--- src/rtl/rv_multicycle_ctrl.sv ---
// ---------------------------------------------------------------------------
// rv_multicycle_ctrl
//
// Multi-cycle RV32I control unit for the MP4 core. It sequences fetch, decode,
// execute, memory and writeback, issues the ALU operation code, and produces
// every datapath select and write strobe. The datapath (ALU, register file,
// PC/IR/OLD_PC/alu_out registers, memory port) is outside this block.
//
// Parameters:
//   RESET_WAIT     number of S_IDLE cycles after reset release before the
//                  first fetch (1..15)
//
// Configuration macro:
//   CTRL_ILLEGAL_TRAP_EN  defined   : an illegal instruction enters S_TRAP and
//                                     sets the sticky illegal_instr flag
//                         undefined : an illegal instruction is a NOP and
//                                     illegal_instr is tied low
//
// Ports:
//   clk            in   1   rising-edge clock
//   rst_n          in   1   asynchronous active-low reset
//   instr          in  32   IR contents, valid from S_DECODE onward
//   alu_result     in  32   combinational ALU output of the current cycle
//   mem_ready      in   1   memory completes the current request this cycle
//   alu_operation  out  4   ALU operation code
//   alu_src_a      out  2   00 PC, 01 OLD_PC, 10 RS1, 11 ZERO
//   alu_src_b      out  2   00 RS2, 01 IMM, 10 FOUR
//   result_src     out  2   00 ALU_OUT, 01 MEM_DATA, 10 ALU_RESULT, 11 PC
//   pc_src         out  1   0 alu_result, 1 alu_out register
//   pc_lsb_clr     out  1   clear PC bit 0 on this PC write (JALR)
//   addr_src       out  1   memory address: 0 PC, 1 alu_out register
//   pc_write       out  1   PC write strobe
//   ir_write       out  1   IR (and OLD_PC) write strobe
//   reg_write      out  1   register file write strobe
//   mem_req        out  1   memory request
//   mem_we         out  1   memory write enable
//   illegal_instr  out  1   sticky illegal-opcode flag (registered)
//
// Outputs are decoded from the current state and instr (plus mem_ready in
// S_FETCH and alu_result for the branch decision), so an asynchronous reset
// forces every output to 0 as soon as the state register clears.
// ---------------------------------------------------------------------------
module rv_multicycle_ctrl #(
    parameter int unsigned RESET_WAIT = 1
) (
    input  logic        clk,
    input  logic        rst_n,
    input  logic [31:0] instr,
    input  logic [31:0] alu_result,
    input  logic        mem_ready,
    output logic [3:0]  alu_operation,
    output logic [1:0]  alu_src_a,
    output logic [1:0]  alu_src_b,
    output logic [1:0]  result_src,
    output logic        pc_src,
    output logic        pc_lsb_clr,
    output logic        addr_src,
    output logic        pc_write,
    output logic        ir_write,
    output logic        reg_write,
    output logic        mem_req,
    output logic        mem_we,
    output logic        illegal_instr
);

    // ALU operation codes
    localparam logic [3:0] ALU_ADD  = 4'b0000;
    localparam logic [3:0] ALU_SUB  = 4'b0001;
    localparam logic [3:0] ALU_AND  = 4'b0010;
    localparam logic [3:0] ALU_OR   = 4'b0011;
    localparam logic [3:0] ALU_XOR  = 4'b0100;
    localparam logic [3:0] ALU_SLT  = 4'b0101;
    localparam logic [3:0] ALU_SRL  = 4'b0110;
    localparam logic [3:0] ALU_SRA  = 4'b0111;
    localparam logic [3:0] ALU_SLL  = 4'b1000;
    localparam logic [3:0] ALU_SLTU = 4'b1001;

    // Operand selects
    localparam logic [1:0] SRC_A_PC     = 2'b00;
    localparam logic [1:0] SRC_A_OLD_PC = 2'b01;
    localparam logic [1:0] SRC_A_RS1    = 2'b10;
    localparam logic [1:0] SRC_A_ZERO   = 2'b11;
    localparam logic [1:0] SRC_B_RS2    = 2'b00;
    localparam logic [1:0] SRC_B_IMM    = 2'b01;
    localparam logic [1:0] SRC_B_FOUR   = 2'b10;

    // Writeback result selects
    localparam logic [1:0] RES_ALU_OUT  = 2'b00;
    localparam logic [1:0] RES_MEM_DATA = 2'b01;
    localparam logic [1:0] RES_PC       = 2'b11;

    // RV32I major opcodes
    localparam logic [6:0] OPC_OP     = 7'b0110011;
    localparam logic [6:0] OPC_OP_IMM = 7'b0010011;
    localparam logic [6:0] OPC_LOAD   = 7'b0000011;
    localparam logic [6:0] OPC_STORE  = 7'b0100011;
    localparam logic [6:0] OPC_BRANCH = 7'b1100011;
    localparam logic [6:0] OPC_JAL    = 7'b1101111;
    localparam logic [6:0] OPC_JALR   = 7'b1100111;
    localparam logic [6:0] OPC_LUI    = 7'b0110111;
    localparam logic [6:0] OPC_AUIPC  = 7'b0010111;

    localparam logic [3:0] WAIT_LAST = 4'(RESET_WAIT - 1);

    typedef enum logic [2:0] {
        S_IDLE   = 3'd0,
        S_FETCH  = 3'd1,
        S_DECODE = 3'd2,
        S_EXEC   = 3'd3,
        S_MEM    = 3'd4,
`ifdef CTRL_ILLEGAL_TRAP_EN
        S_WB     = 3'd5,
        S_TRAP   = 3'd6
`else
        S_WB     = 3'd5
`endif
    } state_t;

`ifdef CTRL_ILLEGAL_TRAP_EN
    localparam state_t ILLEGAL_NEXT = S_TRAP;
`else
    localparam state_t ILLEGAL_NEXT = S_FETCH;
`endif

    // ALU code for OP / OP-IMM. For OP-IMM funct3 000 is always ADD
    // (instr[30] is an immediate bit there), while 101 still uses instr[30].
    function automatic logic [3:0] arith_op(input logic [2:0] f3,
                                            input logic       alt,
                                            input logic       is_reg);
        logic [3:0] op;
        case (f3)
            3'b000:  op = (is_reg && alt) ? ALU_SUB : ALU_ADD;
            3'b001:  op = ALU_SLL;
            3'b010:  op = ALU_SLT;
            3'b011:  op = ALU_SLTU;
            3'b100:  op = ALU_XOR;
            3'b101:  op = alt ? ALU_SRA : ALU_SRL;
            3'b110:  op = ALU_OR;
            3'b111:  op = ALU_AND;
            default: op = ALU_ADD;
        endcase
        return op;
    endfunction

    // ALU comparison used by each branch flavour
    function automatic logic [3:0] branch_op(input logic [2:0] f3);
        logic [3:0] op;
        case (f3)
            3'b000, 3'b001: op = ALU_SUB;
            3'b100, 3'b101: op = ALU_SLT;
            3'b110, 3'b111: op = ALU_SLTU;
            default:        op = ALU_ADD;
        endcase
        return op;
    endfunction

    // Branch decision from the comparison result of the current cycle
    function automatic logic branch_taken(input logic [2:0]  f3,
                                          input logic [31:0] res);
        logic taken;
        case (f3)
            3'b000:  taken = (res == 32'd0);
            3'b001:  taken = (res != 32'd0);
            3'b100:  taken = res[0];
            3'b101:  taken = ~res[0];
            3'b110:  taken = res[0];
            3'b111:  taken = ~res[0];
            default: taken = 1'b0;
        endcase
        return taken;
    endfunction

    // Legal opcode check; branch funct3 010/011 are unassigned
    function automatic logic instr_legal(input logic [6:0] opc,
                                         input logic [2:0] f3);
        logic ok;
        case (opc)
            OPC_OP, OPC_OP_IMM, OPC_LOAD, OPC_STORE,
            OPC_JAL, OPC_JALR, OPC_LUI, OPC_AUIPC: ok = 1'b1;
            OPC_BRANCH: ok = (f3 != 3'b010) && (f3 != 3'b011);
            default:    ok = 1'b0;
        endcase
        return ok;
    endfunction

    state_t      state_r;
    state_t      state_next_s;
    logic [3:0]  idle_cnt_r;
    logic        idle_done_s;
    logic [6:0]  opcode_s;
    logic [2:0]  funct3_s;
    logic        alt_s;
    logic        legal_s;
    logic        is_store_s;
    logic        is_load_s;
    logic        unused_instr_bits_s;

    assign opcode_s   = instr[6:0];
    assign funct3_s   = instr[14:12];
    assign alt_s      = instr[30];
    assign legal_s    = instr_legal(opcode_s, funct3_s);
    assign is_store_s = (opcode_s == OPC_STORE);
    assign is_load_s  = (opcode_s == OPC_LOAD);
    assign idle_done_s = (idle_cnt_r == WAIT_LAST);

    // Register and immediate fields are consumed by the datapath only
    assign unused_instr_bits_s = ^{instr[31], instr[29:15], instr[11:7]};

    // State register
    always_ff @(posedge clk or negedge rst_n) begin
        if (!rst_n) begin
            state_r <= S_IDLE;
        end else begin
            state_r <= state_next_s;
        end
    end

    // Post-reset idle cycle counter; S_IDLE is only re-entered through reset
    always_ff @(posedge clk or negedge rst_n) begin
        if (!rst_n) begin
            idle_cnt_r <= 4'd0;
        end else if ((state_r == S_IDLE) && !idle_done_s) begin
            idle_cnt_r <= idle_cnt_r + 4'd1;
        end else begin
            idle_cnt_r <= idle_cnt_r;
        end
    end

`ifdef CTRL_ILLEGAL_TRAP_EN
    logic illegal_r;

    // Sticky illegal-instruction flag, set when S_EXEC sees an illegal opcode
    always_ff @(posedge clk or negedge rst_n) begin
        if (!rst_n) begin
            illegal_r <= 1'b0;
        end else if ((state_r == S_EXEC) && !legal_s) begin
            illegal_r <= 1'b1;
        end else begin
            illegal_r <= illegal_r;
        end
    end

    assign illegal_instr = illegal_r;
`else
    assign illegal_instr = 1'b0;
`endif

    // Next-state and datapath control decode
    always_comb begin
        state_next_s  = state_r;
        alu_operation = ALU_ADD;
        alu_src_a     = SRC_A_PC;
        alu_src_b     = SRC_B_RS2;
        result_src    = RES_ALU_OUT;
        pc_src        = 1'b0;
        pc_lsb_clr    = 1'b0;
        addr_src      = 1'b0;
        pc_write      = 1'b0;
        ir_write      = 1'b0;
        reg_write     = 1'b0;
        mem_req       = 1'b0;
        mem_we        = 1'b0;

        case (state_r)
            S_IDLE: begin
                if (idle_done_s) begin
                    state_next_s = S_FETCH;
                end else begin
                    state_next_s = S_IDLE;
                end
            end

            S_FETCH: begin
                mem_req   = 1'b1;
                alu_src_a = SRC_A_PC;
                alu_src_b = SRC_B_FOUR;
                // Request held with a stable address until the memory accepts
                if (mem_ready) begin
                    ir_write     = 1'b1;
                    pc_write     = 1'b1;
                    state_next_s = S_DECODE;
                end else begin
                    state_next_s = S_FETCH;
                end
            end

            S_DECODE: begin
                // Branch/JAL target, captured by the datapath into alu_out
                alu_src_a    = SRC_A_OLD_PC;
                alu_src_b    = SRC_B_IMM;
                state_next_s = S_EXEC;
            end

            S_EXEC: begin
                case (opcode_s)
                    OPC_OP: begin
                        alu_operation = arith_op(funct3_s, alt_s, 1'b1);
                        alu_src_a     = SRC_A_RS1;
                        alu_src_b     = SRC_B_RS2;
                        state_next_s  = S_WB;
                    end
                    OPC_OP_IMM: begin
                        alu_operation = arith_op(funct3_s, alt_s, 1'b0);
                        alu_src_a     = SRC_A_RS1;
                        alu_src_b     = SRC_B_IMM;
                        state_next_s  = S_WB;
                    end
                    OPC_LOAD, OPC_STORE: begin
                        alu_src_a    = SRC_A_RS1;
                        alu_src_b    = SRC_B_IMM;
                        state_next_s = S_MEM;
                    end
                    OPC_BRANCH: begin
                        if (legal_s) begin
                            alu_operation = branch_op(funct3_s);
                            alu_src_a     = SRC_A_RS1;
                            alu_src_b     = SRC_B_RS2;
                            // Taken target was latched in alu_out during decode
                            if (branch_taken(funct3_s, alu_result)) begin
                                pc_write = 1'b1;
                                pc_src   = 1'b1;
                            end else begin
                                pc_write = 1'b0;
                                pc_src   = 1'b0;
                            end
                            state_next_s = S_FETCH;
                        end else begin
                            state_next_s = ILLEGAL_NEXT;
                        end
                    end
                    OPC_JAL: begin
                        reg_write    = 1'b1;
                        result_src   = RES_PC;
                        pc_write     = 1'b1;
                        pc_src       = 1'b1;
                        state_next_s = S_FETCH;
                    end
                    OPC_JALR: begin
                        // Link value is the PC before this edge (old PC + 4)
                        alu_src_a    = SRC_A_RS1;
                        alu_src_b    = SRC_B_IMM;
                        reg_write    = 1'b1;
                        result_src   = RES_PC;
                        pc_write     = 1'b1;
                        pc_src       = 1'b0;
                        pc_lsb_clr   = 1'b1;
                        state_next_s = S_FETCH;
                    end
                    OPC_LUI: begin
                        alu_src_a    = SRC_A_ZERO;
                        alu_src_b    = SRC_B_IMM;
                        state_next_s = S_WB;
                    end
                    OPC_AUIPC: begin
                        alu_src_a    = SRC_A_OLD_PC;
                        alu_src_b    = SRC_B_IMM;
                        state_next_s = S_WB;
                    end
                    default: begin
                        state_next_s = ILLEGAL_NEXT;
                    end
                endcase
            end

            S_MEM: begin
                mem_req  = 1'b1;
                addr_src = 1'b1;
                mem_we   = is_store_s;
                if (mem_ready) begin
                    state_next_s = is_store_s ? S_FETCH : S_WB;
                end else begin
                    state_next_s = S_MEM;
                end
            end

            S_WB: begin
                reg_write    = 1'b1;
                result_src   = is_load_s ? RES_MEM_DATA : RES_ALU_OUT;
                state_next_s = S_FETCH;
            end

`ifdef CTRL_ILLEGAL_TRAP_EN
            S_TRAP: begin
                state_next_s = S_TRAP;
            end
`endif

            default: begin
                state_next_s = S_IDLE;
            end
        endcase
    end

endmodule

--- config.mk ---
export PLATFORM = sky130hd
export DESIGN_NAME = rv_multicycle_ctrl
export DESIGN_NICKNAME = d
export VERILOG_FILES = /design/src/rtl/rv_multicycle_ctrl.sv
export SDC_FILE = /design/constraint.sdc
export NUM_CORES = 1
export LEC_CHECK = 0
export ABC_AREA = 1
export ABC_CLOCK_PERIOD_IN_PS = 2000
export CAP_MARGIN = 30
export CORE_MARGIN = 3
export CORE_UTILIZATION = 31
export CTS_CLUSTER_DIAMETER = 30
export DETAILED_ROUTE_END_ITERATION = 8
export PLACE_DENSITY_LB_ADDON = 0.15
export REMOVE_ABC_BUFFERS = 1
export SLEW_MARGIN = 20
export SYNTH_ARGS = -nofsm -noshare
export SYNTH_HDL_FRONTEND = slang
export SYNTH_SLANG_ARGS = --single-unit
--- constraint.sdc ---
create_clock -name clk -period 2 [get_ports clk]
set_clock_uncertainty 0.2 [all_clocks]
set_input_delay 0.4 -clock clk [delete_from_list [all_inputs] [get_ports clk]]
set_output_delay 0.4 -clock clk [all_outputs]
set_load 0.005 [all_outputs]
; Word level (Yosys, flattened, before mapping)
; Cells that the tools add are included.
[word_totals]
in_bits = 67
reg_bits = 7
[op_classes]
n_reduce_logical = 20
n_mux = 42
add_sub_neg = 1
n_eq_ne = 23
bitwise_logic = 1
[ops]
columns = cell, count
row1 = case mux 4 bit (8 select lines), 2
row2 = logical NOT 32 bit, 1
row3 = nonzero test 32 bit, 1
row4 = case mux 4 bit (3 select lines), 2
row5 = equality test 7 x 6 -> 1 bit (second input constant), 3
row6 = equality test 7 bit (second input constant), 3
row7 = 2-to-1 mux 1 bit, 19
row8 = equality test 3 bit (second input constant), 6
row9 = case mux 3 bit (6 select lines), 1
row10 = OR reduction 2 bit, 8
row11 = equality test 7 x 5 -> 1 bit (second input constant), 2
row12 = equality test 3 x 2 -> 1 bit (second input constant), 4
row13 = case mux 1 bit (2 select lines), 5
row14 = 2-to-1 mux 4 bit, 2
row15 = case mux 2 bit (2 select lines), 2
row16 = case mux 2 bit (4 select lines), 1
row17 = OR reduction 8 bit, 1
row18 = equality test 7 x 2 -> 1 bit (second input constant), 1
row19 = equality test 3 x 1 -> 1 bit (second input constant), 2
row20 = logical NOT 3 bit, 2
row21 = 2-to-1 mux 2 bit, 3
row22 = 2-to-1 mux 3 bit, 2
row23 = != test 3 x 2 -> 1 bit (second input constant), 2
row24 = case mux 2 bit (3 select lines), 1
row25 = 10 further kinds, 11

; Longest topological paths before layout
[logic_depth]
depth_word = 10
depth_mapped = 10
ltp_nobuf = 10

; Least setup slack after synthesis
; No wires, ideal clock.
[synth_timing]
path_type = input-to-output
start = input instr[0]
end = output pc_write
t_required_ns = 1.400
path_slack_ns = 0.246
cell_stages = 8
t_arrival_ns = 1.154
path_cell_list = nand2_1 > nor2_1 > inv_1 > nor2_2 > nand2_1 > a21oi_2 > nor2_1 > nand2_1
[synth_between]
elab_chain_len = 6
word_cells_on_any_way = 15
cone_classes = 9 x eq/ne / 4 x mux / 2 x reduce/logical
[synth_lines]
columns = item, line_no
row1 = "start, declared", 48  ; input logic [31:0] instr,
row2 = equality test 7 x 6 -> 1 bit (tied with other cells), 177  ; case (opc)
row3 = OR reduction 8 bit, 177
row4 = case mux 1 bit (2 select lines), 177
row5 = 2-to-1 mux 1 bit, 314  ; if (legal_s) begin
row6 = case mux 1 bit (2 select lines) *, 295  ; case (opcode_s)
row7 = case mux 1 bit (2 select lines) *, 264  ; case (state_r)
row8 = "end, declared", 58  ; output logic pc_write,
; Every way passes the cells marked *; elsewhere a longest branch is shown, timed or not.

; Worst setup path in the final report
[layout_timing]
start = input instr[0]
end = output alu_operation[0]
[layout_between]
elab_chain_len = 6
word_cells_on_any_way = 14
cone_classes = 9 x eq/ne / 4 x mux / 1 x reduce/logical
[layout_lines]
columns = item, line_no
row1 = equality test 7 x 6 -> 1 bit (tied with other cells), 177
row2 = OR reduction 8 bit, 177
row3 = case mux 1 bit (2 select lines), 177
row4 = 2-to-1 mux 4 bit, 314
row5 = case mux 4 bit (3 select lines) *, 295
row6 = 2-to-1 mux 4 bit *, 264
row7 = "end, declared", 51  ; output logic [3:0] alu_operation,
; Marked as above.

==> flow_summary.toml <==
[pwr]
power.switching_mw = 0.4669
power_mw = 1.143
cellLeakagePower_nw = 1.141
power.share.clock_pct = 11.0
swShare_pct = 40.86
power_frac_comb_pct = 72.3
vdd_ir_drop_max_uv = 256.4
seq_power_share_pct = 16.7
power.density_mw_per_mm2 = 533.4
intPower_mw = 0.6757

[min_path]
hp-class = "in -> async"

[detailed_routing]
firstDrtPassIters = 4
avgViaCountPerCell = 4.842
routedWlPerCell_um = 14.23
vias = 1559
drtAntennaViolNets = 0
finalWirelength_um = 4581
drt_iter0_drc = 39
drc_errors = 0

[clock_tree]
cts_made_buffers = 3
htreeDepth = 1
cts_tree = "yes"
cts_root_buf = "clkbuf_4"
cts.sinks = 7
cts.clk_slew.worst_paths_ns = 0.06
clkLatencyLatePin_ns = 0.24
clockBufferDepth = 2

[global_routing]
grt_overflow = 0
grt_pass1_vias = 1410
track_usage_pct = 21.12
antenna_found_initial = 0
grt_max_degree = 8
grt_pass1_wl_um = 6113

[logic_synthesis]
yosysSeqAreaShare_pct = 18.45
ys_ff_latch = 7
synth_area_leaders = "dfrtp_1, nand2_1, nor2_1"
ys.flop_type = "dfrtp_1"
ys_warn_count = 0
syn_inst = 168
postSynthAreaPerCell_um2 = 5.653
synthesis.area_um2 = 949.7
synth.distinct_cells = 26
synth.top_cell.area_share_pct = 18.45
synth_top_area_cell = "dfrtp_1"
synth_edf_count = 0
async_flop_share_pct = 100.0

[worst_setup_path]
cp-startpoint = "instr[0]"
critPathBufInv = 4
crit_required_ns = 1.40
arrival_ns = 1.53
critPathTopFamily = "simple AND/OR/NAND/NOR gates"
cp-end-kind = "output pin"
cp_slowest_cell = "nor2_4"
cp_max_fo = 4
crit_chain = "buf_6 -> nand2_4 -> nor2_4 -> nand2_4 -> buf_6 -> nor2_4 -> nand3_2 -> o211ai_1 -> nand2_1 -> inv_1 -> buf_2"
start_kind = "input pin"
r2r-start = "state_r[1]"
cp_slowest_stage_delay_ns = 0.16
path_class = "in -> out"

[run_status]
status = "finished, violations left"
failed_checks = "setup timing"

[layout]
nets = 361
drive_above_1_share_pct = 63.92
diodes = 0
nFillCells = 206
post-route-util_pct = 75.72
area_growth_syn_to_layout_pct = 125.6

[floorplanning]
coreArea_mm2 = 0.002829
rows = 19
start_util_pct = 33.57
die_w_um = 61.35
die_h_um = 61.35
dieArea_mm2 = 0.003764
io_pins = 86

[timing]
setup_viol = 11
rsz0062_at_grt = "true"
finalCriticalPeriod_ns = 2.132
tns_ns = -0.6454
drv_slew = 0
setup_ws_ns = -0.1322
hold_viol_final = 0
period_share_pct = 106.6
achievable-frequency_mhz = 469.0

[place]
hpwl_um = 2627
gp_congestion = 0.9018
dpl_worst_slack_ns = -0.8210
port_buffers = 63

[job]
maxCapViolations = 0
sequential cells by signal, summed over array words and instances, names as in the netlist:
| name | cells |
|---|---|
| idle_cnt_r | 4 |
| state_r | 3 |
cell usage in the layout (no fill, tap or decap), types with 2 or more instances in the layout:
cell type         n
inv_1            13
clkdlybuf4s50_1   3
a21oi_1           3
buf_2            25
nand2_4           5
nor2_4           10
xor2_1            2
nor3_2            2
nand2_2           8
nor2_1           24
buf_6            21
clkdlybuf4s15_2   2
nand2_1          26
dlygate4sd2_1     2
nor2_2            7
o21ai_0           7
nand3_2           6
nand3_1           5
inv_4             3
buf_4            51
nand4_1           3
inv_2            13
o21ai_2           5
ha_1              2
o211ai_1          2
nand3_4           2
clkbuf_4          3
dfrtp_1           6
clkbuf_2         15
per-stage QoR:
step	instance area [um2]	std cells	hold WS (ns)
floorplan	922.1	166	-0.09559
global placement	1802	288	0.3082
detailed placement	1802	288	0.3177
CTS	1971	315	0.2170
global route	2142	322	0.2287
finish	2142	322	0.2090
worst reg2reg max path, cell delays in order (launching register included):
cell     delay (ns)
dfrtp_2        0.45
nand2_4        0.10
buf_4          0.11
buf_4          0.09
nor2_1         0.03
inv_1          0.08
buf_4          0.11
o21ai_0        0.06
nor3_1         0.15
o21ai_0        0.11
timing repair:
item | 4_1_cts | 5_1_grt
setup endpoints to repair | 18 | 18
pin swaps | 60 | 48
buffers inserted | 23 | 8
gates cloned | 0 | 0
hold buffers | 0 | 0
resized for setup | 223 | 73
path summary, 6_finish.rpt:
kind                               endpoint  slack, ns  depth (start not counted)
max                        alu_operation[0]      -0.13                         11
min                           idle_cnt_r[2]       0.21                          1
max reg2reg                      state_r[0]       0.37                          9
min reg2reg                   idle_cnt_r[3]       0.32                          1
max in group asynchronous        state_r[1]       1.14                          1
min in group clk              idle_cnt_r[3]       0.32                          1
metal layers:
metal | vias to the layer above | track usage, % | wire, um
li1 | 784 | - | -
met1 | 706 | 24.65 | 1672
met2 | 55 | 37.92 | 2571
met3 | 14 | 3.354 | 199
met4 | 0 | 9.091 | 138
met5 | - | 0 | 0
kinds of logic (layout without fill, tap and decap cells):
group / count (synthesis) / after routing / synth area share, %
other: 1 / 1 / 0.3949
and+or+nand+nor: 102 / 102 / 47.56
AOI/OAI and AO/OA: 23 / 23 / 14.76
adders and majority gates: 2 / 2 / 2.635
xor gates and xnor gates: 2 / 2 / 1.845
buffers and inverters: 31 / 154 / 14.36
DFF: 7 / 7 / 18.45
power groups by stage:
stage / sequential, mW / clock (mW) / combinational [mW]
CTS: 0.180 / 0.130 / 0.636
global placement: 0.180 / 0 / 0.581
finish: 0.191 / 0.126 / 0.826
floorplan: 0.192 / 0 / 0.213
detailed placement: 0.179 / 0 / 0.585
global route: 0.193 / 0.141 / 0.888
cells in the mapped netlist (2+ instances only):
master / count
dfrtp_1: 7
nand4_1: 3
nand3_1: 13
inv_1: 25
a21oi_1: 4
nor2_2: 3
o211ai_1: 2
nand2_1: 38
o21ai_0: 12
nor2_1: 37
nor3_1: 3
inv_2: 4
xor2_1: 2
o21ai_2: 2
ha_1: 2
final cells by class:
type                    instances  area [um2]  share of cell area, %
flip-flops and latches          7       176.4                  8.236
repair buffers                121       914.6                  42.70
inverters                      29       116.4                  5.432
clock buffers                   4       26.28                  1.227
multi-input cells             130       869.6                  40.60
well taps                      31       38.79                  1.811
(Power assumes the default switching activity.)
==> patch 1, RTL diff (same settings) <==
Add a define of `CTRL_ILLEGAL_TRAP_EN`.
--- a/src/rtl/rv_multicycle_ctrl.sv
+++ b/src/rtl/rv_multicycle_ctrl.sv
@@ -41,4 +41,6 @@
 // forces every output to 0 as soon as the state register clears.
 // ---------------------------------------------------------------------------
+`define CTRL_ILLEGAL_TRAP_EN
+
 module rv_multicycle_ctrl #(
     parameter int unsigned RESET_WAIT = 1
Behaviour: not the same (Yosys sat finds a counterexample within 10 cycles, from zero or initial values and one cycle with rst_n low).
==> patch 1 against the unedited design <==
- the flow still finishes with violations (negative setup slack)
- sequential cell count increased by 1
- final area increased by 6.4%
- synthesized area increased by 0.79%
- power increased by 36%
- first-iteration DRC count increased to 2.7 times the old value
- die area increased by 0.70%
- register-to-register slack got worse by 0.12 ns
- routed wire length increased by 1.3%
- fmax decreased by 1.8%
- worst setup slack got worse by 0.039 ns
- worst hold slack got worse by 0.0017 ns
- critical path type is now register to output pin
- largest cell class unchanged
==> patch 1: results (changes against the unedited design) <==
- The run finished, with violations left.
- The final reports fail on negative setup slack.
- The largest net degree at the start of global routing is 9 (+1).
- The number of buffers inserted by post-CTS setup repair came to 15 (-35%).
- The first-pass detailed-route iteration total is 5 (+1).
- The setup slack of the critical path after layout is -0.1709 ns (-0.03868 ns).
- The post-route setup TNS was -1.484 ns (-0.8385 ns).
- The number of distinct library cells after synthesis was 24 (-7.7%).
- The count of plain and timing-repair buffers came to 120 (-0.83%).
- The final-report setup violation count is 14 (+3).
- The inverter count of the layout excluding clock inverters came to 27 (-6.9%).
- The met1 track demand over resource is 24.75% (+0.095 points).
- The post-route met1 wirelength is 1.784 mm (+6.7%).
- The via count of the first global-routing pass is 1472 (+4.4%).
- The net total in the final layout is 366 (+1.4%).
- Following the worst setup path forward leads to its endpoint at alu_src_b[0].
- The number of gates given a new drive strength after cts is 199 (-11%).
- The total length of routed met2 wires is 2.379 mm (-7.5%).
- The leakage power came to 0.001235 uW (+8.2%).
- The routed wire length on met3 is 367 microns (+84%).
- Sorting the synthesized cells by area gives the leading types as sky130_fd_sc_hd__dfrtp_1, sky130_fd_sc_hd__nand2_1, sky130_fd_sc_hd__nor2_1.
- The first-iteration detailed-routing DRC count came to 105 (+170%).
- The port buffer count was 64 (+1.6%).
- The total area of sequential cells is 201.4 sq um (+14%).
- The HPWL after detailed placement came to 2.731 mm (+4.0%).
- The wire length of the first global-routing pass came to 6.127 mm (+0.23%).
- The met3 capacity usage during global routing is 4.612% (+1.3 points).
- The number of filler cells placed in the layout is 194 (-5.8%).
- The via count is 1664 (+6.7%).
- The layout multi-input combinational cell count is 137 (+5.4%).
- The sum of routed wire length over all layers is 4.642 mm (+1.3%).
[patch 1: cell types whose count changed after synthesis, moves of 2 or more]
| cell | unedited run | this run |
|---|---|---|
| sky130_fd_sc_hd__o21ai_2 | 2 | 0 |
| sky130_fd_sc_hd__o21ai_0 | 12 | 5 |
| sky130_fd_sc_hd__nor3_2 | 0 | 2 |
| sky130_fd_sc_hd__nor2_2 | 3 | 1 |
| sky130_fd_sc_hd__inv_2 | 4 | 2 |
| sky130_fd_sc_hd__nand2_1 | 38 | 49 |
| sky130_fd_sc_hd__o21ai_1 | 0 | 3 |
[patch 1: power breakdown]
group | leakage (uW) | internal, uW | switching [uW]
clock network | 0.0000138 | 69.1 | 60.5
registers | 0.0000996 | 195 | 33.3
logic | 0.00112 | 658 | 542
total | 0.00124 | 922 | 635
[patch 1: critical path: stages (launching register included)]
cell and delay, ns:
sky130_fd_sc_hd__dfrtp_1 0.39, sky130_fd_sc_hd__buf_6 0.12, sky130_fd_sc_hd__nor3_4 0.22, sky130_fd_sc_hd__inv_2 0.10, sky130_fd_sc_hd__buf_6 0.14, sky130_fd_sc_hd__o22ai_4 0.10, sky130_fd_sc_hd__a31o_1 0.13, sky130_fd_sc_hd__buf_2 0.12
[patch 1: metrics by stage]
step,area [sq um],worst slack (ns)
4_1_cts,2136,-0.1680
6_report,2278,-0.1709
3_5_place_dp,1914,-0.8323
5_1_grt,2278,-0.2456
2_1_floorplan,957.2,0.2133
3_3_place_gp,1914,-0.8603
[patch 1: logic make-up after synthesis]
logic type                 share of synthesized area [%]
AOI/OAI and AO/OA                                  11.24
xor gates and xnor gates                           3.661
DFF                                                20.91
and+or+nand+nor                                    50.98
adders and majority gates                          2.614
buffers and inverters                              10.59
==> patch 2, RTL diff (same flow settings) <==
Without the edit above. The 6 states of `state_t` get a Gray code encoding in 3 bits.
--- a/src/rtl/rv_multicycle_ctrl.sv
+++ b/src/rtl/rv_multicycle_ctrl.sv
@@ -104,14 +104,14 @@
 
     typedef enum logic [2:0] {
-        S_IDLE   = 3'd0,
-        S_FETCH  = 3'd1,
-        S_DECODE = 3'd2,
-        S_EXEC   = 3'd3,
-        S_MEM    = 3'd4,
+        S_IDLE   = 3'b000,
+        S_FETCH  = 3'b001,
+        S_DECODE = 3'b011,
+        S_EXEC   = 3'b010,
+        S_MEM    = 3'b110,
 `ifdef CTRL_ILLEGAL_TRAP_EN
         S_WB     = 3'd5,
         S_TRAP   = 3'd6
 `else
-        S_WB     = 3'd5
+        S_WB     = 3'b111
 `endif
     } state_t;
Check against the original RTL: no difference found for any inputs over 10 cycles, from zero or initial values and one cycle with rst_n low; not proved beyond that.
==> patch 2 against the unedited design <==
- the run still ends with negative setup slack left
- worst setup slack worse by 0.092 ns
- count of clock-buffer cells in the layout stayed put
- sequential cell count stayed put
- via count is 7.7% higher
- routed wire length is 10% higher
- final area is 0.12% lower
- synthesized area is 3.2% lower
- core utilization is 1.2 points higher
- power is 7.8% higher
- first-iteration DRC count grew to 3.0 times the old value
- highest routed layer unchanged
- die area is 2.9% lower
==> patch 2: results (changes against the unedited design) <==
- The share of synthesized flip-flops with an asynchronous set or reset was 100.0% (unchanged).
- The leakage power is 0.001133 uW (-0.75%).
- The post-synthesis sequential area ratio is 19.05% (+0.60 points).
- The first-pass detailed-route iteration total is 4 (unchanged).
- The total length of routed met2 wires was 2.734 mm (+6.3%).
- The port buffer count was 63 (unchanged).
- The met3 capacity usage during global routing is 4.894% (+1.5 points).
- Among cell families on the critical path, the largest total delay comes from buffers and inverters.
- The initial antenna violation count is 0 (unchanged).
- The post-route met1 wirelength was 1.835 mm (+9.7%).
- The switching share of power was 40.31% (-0.55 points).
- The wire length of the first global-routing pass was 6.906 mm (+13%).
- The net total in the final layout is 361 (unchanged).
- The internal power is 734.9 uW (+8.8%).
- The cell sitting at the root of the clock tree is a sky130_fd_sc_hd__clkbuf_4.
- Signal routing reaches up to met4.
- The highest net fanout along the worst path is 3 (-1).
- The sequential group power is 192 uW.
- The via count is 1679 (+7.7%).
- The flow ran to the end, but the final reports show violations.
- The setup slack of the critical path after layout is -0.2246 ns (-0.09237 ns).
- The area share of the largest cell type after synthesis is 19.05% (+0.60 points).
- The arrival time at the worst endpoint is 1.62 ns (+0.09 ns).
- The routed wire length on met3 came to 272 microns (+37%).
- The number of filler cells placed in the layout came to 214 (+3.9%).
- The post-route setup TNS came to -2.013 ns (-1.368 ns).
- The master of the slowest instance on the critical path is sky130_fd_sc_hd__dfrtp_1.
- The sum of routed wire length over all layers came to 5.038 mm (+10%).
- The aggregate global-route resource usage is 24.79% (+3.7 points).
- The critical path's largest stage delay is 0.38 ns (+0.22 ns).
- Clock-pin slew was measured on the worst setup and hold paths at 0.05 ns.
- Sorting the synthesized cells by how often they occur yields sky130_fd_sc_hd__nand2_1, sky130_fd_sc_hd__nor2_1, sky130_fd_sc_hd__inv_1.
- The first-iteration detailed-routing DRC count is 116 (+200%).
- The warning count from the yosys run came to 0 (unchanged).
- The H-tree depth is 1 (unchanged).
- The antenna cell count is 0 (unchanged).
- The latest clock arrival within the worst-skew pair is 0.25 ns.
- The final reports fail on negative setup slack.
- The ratio of cells with drive above 1 in the final layout is 56.01% (-7.9 points).
- The via count of the first global-routing pass is 1624 (+15%).
- Sorting the synthesized cells by area gives the leading types as sky130_fd_sc_hd__dfrtp_1, sky130_fd_sc_hd__nand2_1, sky130_fd_sc_hd__nor2_1.
- The HPWL after detailed placement was 2.743 mm (+4.4%).
- The maximum vdd drop is 1048 uV (+310%).
- The met2 usage came to 50.62% (+13 points).
- The routability-driven placement congestion ratio is 0.8555 (-5.1%).
- The met1 track demand over resource is 25.26% (+0.60 points).
- The number of distinct library cells after synthesis came to 25 (-3.8%).
- The final-report setup violation count came to 16 (+5).
- The kind of path behind the tightest hold check is primary input to asynchronous set/reset pin.
- The maximum count of clock buffers along a single path came to 2 (unchanged).
- The largest net degree at the start of global routing is 9 (+1).
- The clock network fraction of design power is 10.3% (-0.7 points).
==> patch 2: path summary, 6_finish.rpt <==
| kind | startpoint | to | slack, ns | depth (start not counted) |
|---|---|---|---|---|
| max | state_r[2] | pc_write | -0.22 | 9 |
| min | rst_n | state_r[0] | 0.21 | 1 |
| max reg2reg | state_r[0] | idle_cnt_r[2] | 0.16 | 6 |
| min reg2reg | idle_cnt_r[3] | idle_cnt_r[3] | 0.29 | 1 |
| max in group asynchronous | rst_n | idle_cnt_r[0] | 1.15 | 1 |
| min in group clk | idle_cnt_r[3] | idle_cnt_r[3] | 0.29 | 1 |
==> patch 2: layout make-up <==
type                    count  area [sq um]  area share [%]
repair buffers            122         923.4           43.16
multi-input cells         130         853.3           39.88
flip-flops and latches      7         175.2           8.187
inverters                  28         122.6           5.731
well taps                  31         38.79           1.813
clock buffers               4         26.28           1.228
==> patch 2: per-stage QoR <==
step | instances | worst slack (ns) | utilization [%] | instance area [sq um]
final | 322 | -0.2246 | 76.92 | 2140
after global routing | 322 | -0.2981 | 76.92 | 2140
after detailed placement | 293 | -0.7817 | 65.86 | 1832
after floorplan | 165 | 0.2667 | - | 907.1
after global placement | 293 | -0.7641 | 65.86 | 1832
after CTS | 320 | -0.1575 | 74.22 | 2064
==> patch 2: cells by family (layout without fill, tap and decap cells) <==
logic type	count (synthesis)	after routing	share of synthesized area [%]
buf+inv	30	154	12.79
compound gates	21	21	13.47
flops	7	7	19.05
other cells	1	1	0.4078
fa+ha+maj	2	2	2.721
simple gates	103	103	48.71
xor+xnor	3	3	2.858
==> patch 2: timing repair <==
action                                  4_1_cts  5_1_grt
endpoints found under the hold margin         0        0
setup buffers                                26        6
pin swaps                                    60       24
hold buffers                                  0        0
resized for setup                           239       43
endpoints found under the setup margin       18       18
